File: src/rtl/mips_pkg.sv
`default_nettype none
// mips_pkg: shared types and field positions for the MIPS core front end.
// Rev 1.0
package mips_pkg;

  localparam int INSTR_W   = 32;
  localparam int OP_MSB    = 31;
  localparam int OP_LSB    = 26;
  localparam int FUNCT_MSB = 5;

  localparam logic [INSTR_W-1:0] DEFAULT_RESET_PC = 32'h0000_0000;

  typedef enum logic [1:0] {
    ST_IDLE = 2'd0,
    ST_REQ  = 2'd1,
    ST_WAIT = 2'd2,
    ST_HOLD = 2'd3
  } fetch_state_t;

endpackage
`default_nettype wire

File: src/rtl/fetch_pc.sv
`default_nettype none
// fetch_pc: program counter with redirect load, +4 increment and word alignment.
// Rev 1.0
module fetch_pc
  import mips_pkg::*;
#(
  parameter logic [INSTR_W-1:0] RESET_PC = DEFAULT_RESET_PC
) (
  input  logic               clk,
  input  logic               reset,
  input  logic               load_i,
  input  logic [INSTR_W-1:0] target_i,
  input  logic               inc_i,
  output logic [INSTR_W-1:0] pc_o
);

  localparam logic [INSTR_W-1:0] ALIGN_MASK = ~32'h0000_0003;

  logic [INSTR_W-1:0] pc_d;
  logic [INSTR_W-1:0] pc_q;

  // A redirect overrides the increment: the fetched word is on the wrong path.
  always_comb begin
    pc_d = pc_q;
    if (load_i) begin
      pc_d = target_i & ALIGN_MASK;
    end else if (inc_i) begin
      pc_d = pc_q + 32'd4;
    end
  end

  always_ff @(posedge clk or posedge reset) begin
    if (reset) begin
      pc_q <= RESET_PC & ALIGN_MASK;
    end else begin
      pc_q <= pc_d;
    end
  end

  assign pc_o = pc_q;

endmodule
`default_nettype wire

File: src/rtl/fetch_stage.sv
`default_nettype none
// fetch_stage: single-outstanding instruction fetch with redirect kill and decode handshake.
// Rev 1.0
module fetch_stage
  import mips_pkg::*;
#(
  parameter logic [INSTR_W-1:0] RESET_PC = DEFAULT_RESET_PC
) (
  input  logic               clk,
  input  logic               reset,
  output logic               imem_req,
  output logic [INSTR_W-1:0] imem_addr,
  input  logic               imem_ready,
  input  logic               imem_rvalid,
  input  logic [INSTR_W-1:0] imem_rdata,
  input  logic               pc_load,
  input  logic [INSTR_W-1:0] pc_target,
  output logic               id_valid,
  input  logic               id_ready,
  output logic [INSTR_W-1:0] id_instr,
  output logic [INSTR_W-1:0] id_pc,
  output logic [INSTR_W-1:0] id_pc_plus4,
  output logic [5:0]         id_op,
  output logic [5:0]         id_funct
);

  fetch_state_t       state_q, state_d;
  logic               kill_q, kill_d;
  logic [INSTR_W-1:0] ir_q;
  logic [INSTR_W-1:0] id_pc_q;
  logic [INSTR_W-1:0] pc;
  logic               capture;
  logic               pc_inc;

  fetch_pc #(.RESET_PC(RESET_PC)) u_pc (
    .clk      (clk),
    .reset    (reset),
    .load_i   (pc_load),
    .target_i (pc_target),
    .inc_i    (pc_inc),
    .pc_o     (pc)
  );

  always_ff @(posedge clk or posedge reset) begin
    if (reset) begin
      state_q <= ST_IDLE;
      kill_q  <= 1'b0;
    end else begin
      state_q <= state_d;
      kill_q  <= kill_d;
    end
  end

  always_comb begin
    state_d = state_q;
    kill_d  = kill_q;
    capture = 1'b0;
    pc_inc  = 1'b0;
    case (state_q)
      ST_IDLE: state_d = ST_REQ;
      ST_REQ: begin
        // A redirect in the acceptance cycle is too late to change the address.
        if (imem_ready) begin
          state_d = ST_WAIT;
          kill_d  = pc_load;
        end
      end
      ST_WAIT: begin
        if (imem_rvalid) begin
          if (kill_q || pc_load) begin
            state_d = ST_REQ;
            kill_d  = 1'b0;
          end else begin
            state_d = ST_HOLD;
            capture = 1'b1;
            pc_inc  = 1'b1;
          end
        end else if (pc_load) begin
          kill_d = 1'b1;
        end
      end
      ST_HOLD: begin
        if (pc_load || id_ready) begin
          state_d = ST_REQ;
        end
      end
      default: state_d = ST_IDLE;
    endcase
  end

  always_comb begin
    imem_req = (state_q == ST_REQ);
    id_valid = (state_q == ST_HOLD);
  end

  always_ff @(posedge clk or posedge reset) begin
    if (reset) begin
      ir_q    <= '0;
      id_pc_q <= '0;
    end else if (capture) begin
      ir_q    <= imem_rdata;
      id_pc_q <= pc;
    end
  end

  assign imem_addr   = pc;
  assign id_instr    = ir_q;
  assign id_pc       = id_pc_q;
  assign id_pc_plus4 = id_pc_q + 32'd4;
  assign id_op       = ir_q[OP_MSB:OP_LSB];
  assign id_funct    = ir_q[FUNCT_MSB:0];

endmodule
`default_nettype wire
File: config.mk
export PLATFORM = sky130hd
export DESIGN_NAME = fetch_stage
export DESIGN_NICKNAME = d
export VERILOG_FILES = /design/src/rtl/mips_pkg.sv /design/src/rtl/fetch_pc.sv /design/src/rtl/fetch_stage.sv
export SDC_FILE = /design/constraint.sdc
export NUM_CORES = 1
export LEC_CHECK = 0
export CAP_MARGIN = 40
export CORE_ASPECT_RATIO = 0.7
export CORE_MARGIN = 8
export CORE_UTILIZATION = 39
export DETAILED_ROUTE_END_ITERATION = 10
export PLACE_DENSITY = 0.78
export SKIP_CTS_REPAIR_TIMING = 1
export SLEW_MARGIN = 10
export SYNTH_ARGS = -nofsm -noshare
export SYNTH_HDL_FRONTEND = slang
export SYNTH_SLANG_ARGS = --single-unit
File: constraint.sdc
create_clock -name clk -period 3 [get_ports clk]
set_clock_uncertainty 0.05 [all_clocks]
set_input_delay 0.6 -clock clk [delete_from_list [all_inputs] [get_ports clk]]
set_output_delay 0.6 -clock clk [all_outputs]
set_load 0.05 [all_outputs]
==> flow_metrics.tcl <==
set metrics [dict create \
    worst_slack_ps 95.98 \
    seq_area_frac_synth_pct 47.30 \
    clk_latency_ps 330 \
    cts_tree "built" \
    layout_commonest_cell "clkdlybuf4s50_1" \
    synth-simple-area-share_pct 19.07 \
    hp-class "reg2reg" \
    synth_compound_area_share_pct 6.846 \
    async_reset_ff_share_pct 100.0 \
    slew_headroom_pct 62.93 \
    startpoint_type "flop" \
    power.clock.fraction_pct 14.1 \
    swShare_pct 49.46 \
    crit_arrival_ps 2250 \
    cts_root_buf "clkbuf_16" \
    hold_viol_final 0 \
    cts.path.max_buffers 2 \
    setup_tns_ps 0 \
    drt_wl_total_microns 16140 \
    peakVddDrop_mv 0.9721 \
    rsz0062_at_grt "false" \
    final_util_pct 62.40 \
    route.detailed.drc 0 \
    final_net_count 748 \
    numCtsBuffers 9 \
    groute.usage.overall_pct 18.56 \
    internal_power_w 0.004426 \
    synth_top_area_share_pct 47.30 \
    start_util_pct 40.19 \
    switching_power_w 0.004332 \
    syn_to_final_growth_pct 55.27 \
    layout_common_cells "178 x clkdlybuf4s50_1, 95 x dfrtp_1, 60 x mux2_2" \
    p_total_w 0.008759 \
    n_antenna_cell 0 \
    routedWlPerCell_microns 19.24 \
    slew_viol_final 0 \
    gp_congestion 0.8500 \
    core-area_sq_um 12510 \
    synth_top_area_cell "dfrtp_1" \
    grt_pass1_vias 4438 \
    final_antenna_net_count 0 \
    grt_max_degree 96 \
    h-tree-depth 3 \
    num_rows 34 \
    pre_cts_ws_ps 241.4 \
    synthAdderAreaFrac_pct 1.494 \
    path_class "reg2out" \
    io_buffers 203 \
    min_period_ps 2904 \
    placed_area_sq_um 7422 \
    yosys_warnings 0 \
    synth.area.mux_share_pct 13.64 \
    yosys-top-cells-area "dfrtp_1 47%, mux2_2 13%, xnor2_1 4.2%" \
    max_cap_violations 0 \
    critPathRequiredTime_ps 2350 \
    cp-end-kind "output pin" \
    synth_cells 482 \
    cp_max_fo 8 \
    power_density_nw_per_um2 1122 \
    synthXorXnorAreaFrac_pct 6.273 \
    vias_per_cell 5.402 \
    status "finished clean" \
    seqPwrFrac_pct 26.1 \
    fmax_mhz 344.4 \
    ys.flop_type "dfrtp_1" \
    power.leakage_nw 3.174 \
    clk_pin_slew_worst_paths_ps 60 \
    synth_top_family_by_area "simple AND/OR/NAND/NOR gates" \
    die_area_sq_um 16830 \
    numClockSinks 95 \
    dpl.hpwl_microns 12670 \
    antenna_found_initial 0 \
    grt_first_pass_wirelength_microns 25130 \
    tightest_slew_ps 554.3 \
    syn_avg_cell_area_sq_um 10.43 \
    drive_gt1_share_pct 20.68 \
    finalSetupViolations 0 \
    vias 4532 \
    yosys.cell_types.count 46 \
    synth_seq_cells 95 \
    overflow 0 \
    die_w_microns 151.7 \
    min_period_over_period_pct 96.80 \
    die_h_microns 111.0 \
    pwr-share-comb_pct 59.8 \
    syn_area_sq_um 5026 \
    synth-edff-count 0 \
    final_area_sq_um 7804 \
    io_pins 212 \
    drtPass1Iterations 5 \
    drt_iter0_drc 258 \
]
## final timing paths
check                      cells past startpoint  slack, ps          from              end
max                                            6        100      id_pc[3]  id_pc_plus4[26]
min                                            1        460  id_instr[12]     id_instr[12]
max reg2reg                                    4        550  u_pc.pc_o[6]    u_pc.pc_o[25]
min reg2reg                                    1        460  id_instr[12]     id_instr[12]
max in group asynchronous                      3       1790         reset     u_pc.pc_o[4]
min in group asynchronous                      3        720         reset      id_instr[8]
## per-layer routing
layer | global-route usage, % | wire [microns] | vias to the layer above | share of wire, %
met3 | 6.362 | 1889 | 6 | 12
li1 | - | - | 2096 | -
met1 | 24.00 | 6689 | 2218 | 41
met5 | 0 | 0 | - | 0
met4 | 2.409 | 57 | 0 | 0.35
met2 | 30.00 | 7508 | 212 | 47
## state kept, by name, indices dropped and copies added, names as in the netlist
name and count:
kill_q 1, id_pc 30, u_pc.pc_o 30, state_q 2, id_instr 32
## worst max-delay path, stage by stage, from the launching register on
cell and delay [ps]:
dfrtp_1 420, ha_1 230, nand3_1 130, or3_4 440, nor4_2 270, xor2_2 250
buf_12 170
## area by class of cell
class	count	area, sq um
timing repair buffer	214	2287
clock buffer	11	252.7
inverter	10	41.29
multi-input combinational	342	2562
tap	162	202.7
sequential	95	2377
clock inverter	5	80.08
fill	989	4703
## kinds of logic (layout without fill, tap and decap cells)
kind of cell / Yosys count / count (layout)
simple gates: 178 / 178
fa+ha+maj: 6 / 6
xor+xnor: 36 / 36
other cells: 1 / 6
mux: 61 / 61
compound gates: 55 / 55
buf+inv: 50 / 240
flops: 95 / 95
## power by group through the flow
stage,sequential [W],combinational [W],clock [W]
after floorplan,0.00362,0.00195,0
after global routing,0.00236,0.00544,0.00132
final,0.00229,0.00524,0.00123
after detailed placement,0.00230,0.00529,0
after CTS,0.00228,0.00529,0.00127
after global placement,0.00226,0.00523,0
## stage by stage
| stage | cells | hold slack [ps] |
|---|---|---|
| finish | 839 | 456.8 |
| CTS | 839 | 460.6 |
| global placement | 823 | 437.1 |
| global route | 839 | 472.9 |
| detailed placement | 823 | 445.6 |
| floorplan | 487 | 484.5 |
## Yosys cell counts (2+ instances only)
cell type and n:
a21oi_1 2, a31oi_1 15, and3_1 5, and4_1 7
buf_2 2, buf_4 18, clkbuf_1 17, dfrtp_1 95
ha_1 6, inv_1 9, mux2_2 60, nand2_1 40
nand3_1 29, nand4_1 16, nor2_1 28, nor2b_1 4
nor3_1 10, nor4_1 3, o211ai_1 3, o21ai_0 19
o31ai_1 10, or2_2 3, or3_1 6, or4_1 19
xnor2_1 24, xor2_1 12
No activity file was read; power rests on OpenSTA's default activity.
